### src/rtl/bcd_count_ctrl_pkg.sv
// Shared types and constants for the BCD counter run/pause/done sequencer.
package bcd_count_ctrl_pkg;

  typedef enum logic [1:0] {
    ST_IDLE  = 2'd0,
    ST_RUN   = 2'd1,
    ST_PAUSE = 2'd2,
    ST_DONE  = 2'd3
  } state_e;

  localparam logic [3:0] BCD_MAX = 4'd9;

  function automatic logic [3:0] clamp_bcd(input logic [3:0] d);
    return (d > BCD_MAX) ? BCD_MAX : d;
  endfunction

endpackage

### src/rtl/tick_prescaler.sv
// Free-running divider: counts 0..TICK_DIV-1 while run is high, asserts tick on the last count.
module tick_prescaler #(
  parameter int TICK_DIV = 100_000_000,
  parameter int CNT_W    = 27
) (
  input  logic clk,
  input  logic rst_n,
  input  logic run,
  input  logic clr,
  output logic tick
);

  localparam logic [CNT_W-1:0] LAST = CNT_W'(TICK_DIV - 1);

  logic [CNT_W-1:0] cnt_q, cnt_d;

  always_comb begin
    cnt_d = cnt_q;
    if (clr) begin
      cnt_d = '0;
    end else if (run) begin
      cnt_d = (cnt_q == LAST) ? '0 : cnt_q + CNT_W'(1);
    end
  end

  // NOTE: sequential state uses non-blocking assignments so every flop samples pre-edge values.
  always_ff @(posedge clk or negedge rst_n) begin
    if (!rst_n) begin
      cnt_q <= '0;
    end else begin
      cnt_q <= cnt_d;
    end
  end

  assign tick = run && !clr && (cnt_q == LAST);

endmodule

### src/rtl/bcd_count_ctrl.sv
// Run/pause/done sequencer for a two-digit BCD up/down counter with enable and synchronous load.
module bcd_count_ctrl
  import bcd_count_ctrl_pkg::*;
#(
  parameter int TICK_DIV = 100_000_000,
  parameter int CNT_W    = 27
) (
  input  logic       clk,
  input  logic       rst_n,
  input  logic       start,
  input  logic       stop,
  input  logic       clear,
  input  logic       dir_sel,
  input  logic [3:0] target_d1,
  input  logic [3:0] target_d0,
  input  logic [3:0] digit1,
  input  logic [3:0] digit0,
  output logic       cnt_en,
  output logic       cnt_dir,
  output logic       cnt_load,
  output logic [3:0] load_d1,
  output logic [3:0] load_d0,
  output logic       busy,
  output logic       done,
  output logic [1:0] state
);

  state_e     state_q, state_d;
  logic       cnt_en_q, cnt_en_d;
  logic       cnt_dir_q, cnt_dir_d;
  logic       cnt_load_q, cnt_load_d;
  logic [3:0] load_d1_q, load_d1_d;
  logic [3:0] load_d0_q, load_d0_d;
  logic       busy_q, done_q;

  logic [3:0] tgt_d1, tgt_d0;
  logic       at_term;
  logic       pre_run, pre_clr, tick;

  assign tgt_d1 = clamp_bcd(target_d1);
  assign tgt_d0 = clamp_bcd(target_d0);
  assign at_term = cnt_dir_q ? ({digit1, digit0} == {tgt_d1, tgt_d0})
                             : ({digit1, digit0} == 8'h00);

  // Prescaler only advances while staying in RUN, so a pause freezes it mid-period.
  assign pre_run = (state_q == ST_RUN) && !stop && !clear;
  assign pre_clr = clear || (state_q == ST_IDLE) || (state_q == ST_DONE);

  tick_prescaler #(
    .TICK_DIV(TICK_DIV),
    .CNT_W   (CNT_W)
  ) u_prescaler (
    .clk  (clk),
    .rst_n(rst_n),
    .run  (pre_run),
    .clr  (pre_clr),
    .tick (tick)
  );

  // NOTE: every variable gets a default first so no path through the block infers a latch.
  always_comb begin
    state_d    = state_q;
    cnt_en_d   = 1'b0;
    cnt_load_d = 1'b0;
    cnt_dir_d  = cnt_dir_q;
    load_d1_d  = load_d1_q;
    load_d0_d  = load_d0_q;

    if (clear) begin
      state_d    = ST_IDLE;
      cnt_load_d = 1'b1;
      load_d1_d  = 4'd0;
      load_d0_d  = 4'd0;
    end else begin
      unique case (state_q)
        ST_IDLE, ST_DONE: begin
          if (start && !stop) begin
            state_d    = ST_RUN;
            cnt_dir_d  = dir_sel;
            cnt_load_d = 1'b1;
            load_d1_d  = dir_sel ? 4'd0 : tgt_d1;
            load_d0_d  = dir_sel ? 4'd0 : tgt_d0;
          end
        end
        ST_RUN: begin
          if (stop) begin
            state_d = ST_PAUSE;
          end else if (tick) begin
            if (at_term) state_d = ST_DONE;
            else         cnt_en_d = 1'b1;
          end
        end
        ST_PAUSE: begin
          if (stop)       state_d = ST_IDLE;
          else if (start) state_d = ST_RUN;
        end
        default: state_d = ST_IDLE;
      endcase
    end
  end

  always_ff @(posedge clk or negedge rst_n) begin
    if (!rst_n) begin
      state_q    <= ST_IDLE;
      cnt_en_q   <= 1'b0;
      cnt_dir_q  <= 1'b1;
      cnt_load_q <= 1'b0;
      load_d1_q  <= 4'd0;
      load_d0_q  <= 4'd0;
      busy_q     <= 1'b0;
      done_q     <= 1'b0;
    end else begin
      state_q    <= state_d;
      cnt_en_q   <= cnt_en_d;
      cnt_dir_q  <= cnt_dir_d;
      cnt_load_q <= cnt_load_d;
      load_d1_q  <= load_d1_d;
      load_d0_q  <= load_d0_d;
      busy_q     <= (state_d == ST_RUN);
      done_q     <= (state_d == ST_DONE);
    end
  end

  assign cnt_en   = cnt_en_q;
  assign cnt_dir  = cnt_dir_q;
  assign cnt_load = cnt_load_q;
  assign load_d1  = load_d1_q;
  assign load_d0  = load_d0_q;
  assign busy     = busy_q;
  assign done     = done_q;
  assign state    = state_q;

endmodule
### config.mk
export PLATFORM = sky130hd
export DESIGN_NAME = bcd_count_ctrl
export DESIGN_NICKNAME = d
export VERILOG_FILES = /design/src/rtl/bcd_count_ctrl_pkg.sv /design/src/rtl/tick_prescaler.sv /design/src/rtl/bcd_count_ctrl.sv
export SDC_FILE = /design/constraint.sdc
export NUM_CORES = 1
export LEC_CHECK = 0
export ABC_AREA = 1
export CELL_PAD_IN_SITES_DETAIL_PLACEMENT = 0
export CELL_PAD_IN_SITES_GLOBAL_PLACEMENT = 1
export CORE_MARGIN = 4
export CORE_UTILIZATION = 43
export DETAILED_ROUTE_END_ITERATION = 10
export HOLD_SLACK_MARGIN = 0.1
export PLACE_DENSITY_LB_ADDON = 0.1
export SYNTH_ARGS = -nofsm -noshare
export SYNTH_HDL_FRONTEND = slang
export SYNTH_SLANG_ARGS = --single-unit
### constraint.sdc
create_clock -name clk -period 4.2 [get_ports clk]
set_input_delay 1.05 -clock clk [delete_from_list [all_inputs] [get_ports clk]]
set_output_delay 1.05 -clock clk [all_outputs]
set_load 0.02 [all_outputs]
* After elaboration in Yosys (flattened, before gate mapping) *
Cells that the tools add are included.

word-level totals
  output and inout port bits = 15
  register bits after elaboration = 42
  input port bits = 22
  logic and storage cells = 68

operators by class
  equality and inequality tests = 7
  add/sub/neg operators = 1
  bitwise gates (word level) = 1
  muxes and demuxes = 30
  order comparisons = 2
  reduce and logical (&&, ||, !) cells = 18

operator list
  kind                                                                    number
  27-bit two-way mux                                                      3
  4-bit two-way mux                                                       10
  27-bit by 1-bit adder with 27-bit output (second input constant)        1
  27-bit equality test (second input constant)                            1
  2-bit two-way mux                                                       7
  1-bit two-way mux                                                       9
  8-bit equality test                                                     1
  4-bit > comparator (second input constant)                              2
  8-bit zero test                                                         1
  2-bit equality test (second input constant)                             3
  2-bit case mux with 3 select lines                                      1
  2-bit nonzero test                                                      3
  1-bit logical AND                                                       5
  2-bit by 1-bit equality test with 1-bit output (second input constant)  2
  1-bit zero test                                                         3
  3-bit AND reduction                                                     1
  2-bit zero test                                                         1
  1-bit logical OR                                                        2
  2-bit AND reduction                                                     1
  2-bit OR reduction                                                      1
  1-bit inverter                                                          1

* Logic depth before layout (Yosys ltp) *
  depth after elaboration = 11
  depth in mapped cells = 16
  mapped depth without buffers = 16

* Cells and area by module *
A second synthesis with hierarchy kept.

second synthesis, totals
  cell total of the unflattened synthesis = 404
  area total of the unflattened synthesis = 2777.7 µm²

by module, submodules not included
  module          instances  area each (µm²)  cells each  seq. area each (µm²)
  tick_prescaler  1          1848.0           277         675.6
  bcd_count_ctrl  1          929.6            127         376.6

* Worst setup path after synthesis *
Ideal clock, no wire load.

  path type = input to register
  from = input target_d1[2]
  to = register busy_q (netlist: busy)
  path slack = 2011 ps
  required time = 4082 ps
  path buffers = 0
  library setup time = 118 ps
  arrival = 2072 ps
  stages on the path = 12
  path through = o21ai_0 > nand3_1 > nand2_1 > nand2_1 > nor2_1 > nand2_1 > nand2_1 > nand2_1 > nand2_1 > nand2_1 > a21oi_2 > nor2_1

between the ends
  word-level cells in the longest chain between the ends = 10

RTL lines
  what                                              line                      text
  start: declaration                                bcd_count_ctrl.sv:14      input logic [3:0] target_d1,
  4-bit > comparator                                bcd_count_ctrl_pkg.sv:14  return (d > BCD_MAX) ? BCD_MAX : d;
  4-bit two-way mux *                               bcd_count_ctrl_pkg.sv:14
  8-bit equality test *                             bcd_count_ctrl.sv:42      assign at_term = cnt_dir_q ? ({digit1, digit0} == {tgt_d1, tgt_d0})
  1-bit two-way mux *                               bcd_count_ctrl.sv:42
  2-bit two-way mux *                               bcd_count_ctrl.sv:89      if (at_term) state_d = ST_DONE;
  2-bit two-way mux *                               bcd_count_ctrl.sv:88      end else if (tick) begin
  2-bit two-way mux *                               bcd_count_ctrl.sv:86      if (stop) begin
  2-bit case mux with 3 select lines *              bcd_count_ctrl.sv:75      unique case (state_q)
  2-bit two-way mux *                               bcd_count_ctrl.sv:69      if (clear) begin
  named net state_d[1]                              bcd_count_ctrl.sv:28      state_e state_q, state_d;
  2-bit by 1-bit equality test with 1-bit output *  bcd_count_ctrl.sv:119     busy_q <= (state_d == ST_RUN);
  end signal: assignment                            bcd_count_ctrl.sv:119
  end: declaration                                  bcd_count_ctrl.sv:34      logic busy_q, done_q;

Mark *: on every way through the listed nets, which the timed path passes. The rest lies on a longest branch.
A chain may end at the register's enable or synchronous reset.

* Final worst setup path *
  from = input clear
  to = register u_prescaler.cnt_q[26]

between the ends
  word-level cells in the longest chain between the ends = 3
  elaborated cells between the ends (all ways) = 6
  classes of those cells = 1 x mux; 5 x reduce/logical

RTL lines
  what                                                      line                                        text
  start: declaration                                        bcd_count_ctrl.sv:12                        input logic clear,
  1-bit logical OR or 1-bit zero test (tied branches)       bcd_count_ctrl.sv:47, bcd_count_ctrl.sv:46
  1-bit logical OR or 1-bit logical AND (tied branches)     bcd_count_ctrl.sv:47, bcd_count_ctrl.sv:46
  27-bit two-way mux or 2-bit nonzero test (tied branches)  --
  end signal: assignment                                    tick_prescaler.sv:31                        cnt_q <= cnt_d;
  end: declaration                                          tick_prescaler.sv:15                        logic [CNT_W-1:0] cnt_q, cnt_d;

Parallel ways exist; a longest one is shown, timed or not.

==> flow_summary.ini <==
[status]
status = finished, final reports clean

[floorplanning]
dieArea_sq_um = 7140
core-area_sq_um = 5610
die-width_microns = 84.5
dieHeight_microns = 84.5
rows = 27
initial_core_util_pct = 44.9
pin_count = 37

[power_and_ir_drop]
power_frac_seq_pct = 44.9
p_per_area_nw_per_um2 = 332
p_leak_nw = 1.23
power.share.clock_pct = 25.2
p_comb_share_pct = 29.9
internal_power_mw = 0.664
p_sw_mw = 0.342
p_sw_share_pct = 34.0
ir_drop_v = 0.000204

[setup_path]
cp_slowest_cell = clkdlybuf4s50_1
arrival_ns = 2.87
cp_max_fo = 18
cp_common_cell = inv_1
r2r-start = state[1]
end_kind = flip-flop
max_stage_delay_ns = 0.48
ff2ff_setup_slack_ns = 2.08
worst_path_dominant_cell_family = buffers and inverters
reg2reg_depth = 7
cp-start-kind = input pin
worstPathRequired_ns = 4.40
r2r-end = u_prescaler.cnt_q[26]
worst-path-buf-inv = 3
crit_type = in -> reg
crit_chain = clkdlybuf4s50_1 > nor3_1 > inv_1 > nor2_2 > inv_1 > o22ai_1

[clocking]
cts_buffers = 5
post_cts_resized = 0
path_clk_slew_ns = 0.08
hold_buffers = 0
cts_setup_buffers = 0
cts.sinks = 42
max-clock-path-buffers = 2
cts_tree = yes
cts-root-buf = clkbuf_8
insertion_delay_ns = 0.29
h-tree-depth = 2

[routing]
viasPerCell = 4.97
drc = 0
num_vias = 2213
drt-wirelength-per-cell_microns = 12.7
dr.pass1.iters = 4
drt_iter0_markers = 119
routed_wl_microns = 5650
antenna_left = 0

[grt]
grt_util_all_layers_pct = 16.9
grt_overflow = 0
grt_max_degree = 43
grt_pass1_vias = 2208
antenna_found_initial = 0
grt_pass1_wl_microns = 9950

[timing]
drv_slew = 0
rsz0062_at_grt = no
slew_headroom_pct = 35.1
finalSetupViolations = 0
skew_ns = 0.00731
fin_setup_tns_ns = 0
finalCriticalPeriod_ns = 2.66
finalHoldWorstSlack_ns = 0.504
finalHoldViolCount = 0
finalCritPeriodShare_pct = 63.4
tightest_slew_ns = 0.973
fmax_mhz = 376

[logic_synthesis]
synth.distinct_cells = 35
netlist_area_sq_um = 2520
netlist_instances = 332
synth-edff-count = 0
yosysTopAreaCellShare_pct = 40.8
ys_ff_latch = 42
ys_warn_count = 0
yosys-top-cells-area = dfrtp_1 41%, nand2_1 12%, inv_1 7.5%
synth_nets = 359
synthArstFlopShare_pct = 100
syn-mean-instance-area_sq_um = 7.58
synth_area_leader_cell = dfrtp_1
ys_seq_area_share_pct = 41.8
synth_ff_type = dfrtp_1

[finish]
layout_commonest_cell = nand2_1
layout_common_cells = 79 x nand2_1, 50 x inv_1, 41 x dfrtp_1
syn_to_final_growth_pct = 20.3
finalNonFillerCells = 445
layout.nets = 399
fillers = 592
fin_util_pct = 54.0
layout-drive-gt1-share_pct = 8.58
diodes = 0

[worst_hold_path]
hold_depth = 2
hold_class = reg -> reg
hp-start = load_d1[3]
hold_end = load_d1[3]

[place]
gp_congestion = 0.830
dp.cells = 437
dpl.hpwl_microns = 4230
io_buffers = 36

[job]
maxCapViolCount = 0
-- metrics by stage --
step | cell area, sq um | setup slack (ns) | total power [mW]
after floorplan | 2520 | 2.01 | 0.643
after global placement | 2950 | 1.29 | 0.765
after CTS | 3030 | 1.53 | 1.02
final | 3030 | 1.54 | 1.01
after detailed placement | 2950 | 1.22 | 0.765
after global routing | 3030 | 1.38 | 1.08
-- kinds of logic after synthesis --
group | count (synthesis) | share of synthesized area [%]
simple gates | 155 | 29.4
compound gates | 62 | 14.1
buf+inv | 58 | 8.75
flops | 42 | 41.8
xor+xnor | 10 | 3.48
fa+ha+maj | 5 | 2.49
-- tightest hold or removal path, stage by stage (launching register included) --
cell and delay [ns]:
dfrtp_1 0.36, nand2_1 0.05, o21ai_0 0.06
-- synth_stat cells, drive strengths merged, types with 3 or more instances --
library cell	instances
o22ai	10
xor2	8
nand4	3
nor2	34
nor3	12
a21oi	16
dfrtp	41
nand3	15
nand2	83
ha	5
inv	55
nor4	4
o21ai	27
-- registers in the layout, summed over array words and instances (netlist names) --
| name | flops |
|---|---|
| cnt_load | 1 |
| u_prescaler.cnt_q | 27 |
| state | 2 |
| done | 1 |
| cnt_dir | 1 |
| busy | 1 |
| load_d1 | 4 |
| load_d0 | 4 |
| cnt_en | 1 |
-- layout make-up --
cell class / count / area (sq um) / share of cell area, %
multi-input cells: 232 / 1240 / 41.1
flip-flops and latches: 42 / 1050 / 34.7
well taps: 72 / 90.1 / 2.97
repair buffers: 36 / 355 / 11.7
clock buffers: 8 / 80.1 / 2.64
inverters: 55 / 206 / 6.82
-- power groups by stage --
stage	clock [mW]	sequential, mW	combinational, mW
3_5_place_dp	0	0.459	0.306
3_3_place_gp	0	0.460	0.305
6_report	0.253	0.452	0.301
5_1_grt	0.282	0.457	0.338
2_1_floorplan	0	0.488	0.154
4_1_cts	0.261	0.452	0.306
-- layer usage --
metal / vias up / track usage [%] / routed length (microns)
met5: - / 0 / 0
met4: 0 / 3.02 / 49
met3: 4 / 3.43 / 233
met1: 1009 / 23.0 / 2830
met2: 40 / 28.0 / 2540
li1: 1160 / - / -
-- worst max-delay path by stage --
stage               slack (ns)               endpoint    startpoint  depth (start not counted)
floorplan                 2.01                   busy  target_d1[2]                         12
global placement          1.29  u_prescaler.cnt_q[19]         clear                          6
detailed placement        1.22  u_prescaler.cnt_q[11]         clear                          6
CTS                       1.53  u_prescaler.cnt_q[26]         clear                          6
global route              1.38   u_prescaler.cnt_q[2]         clear                          6
finish                    1.54  u_prescaler.cnt_q[26]         clear                          6
No activity file was read; power rests on OpenSTA's default activity.
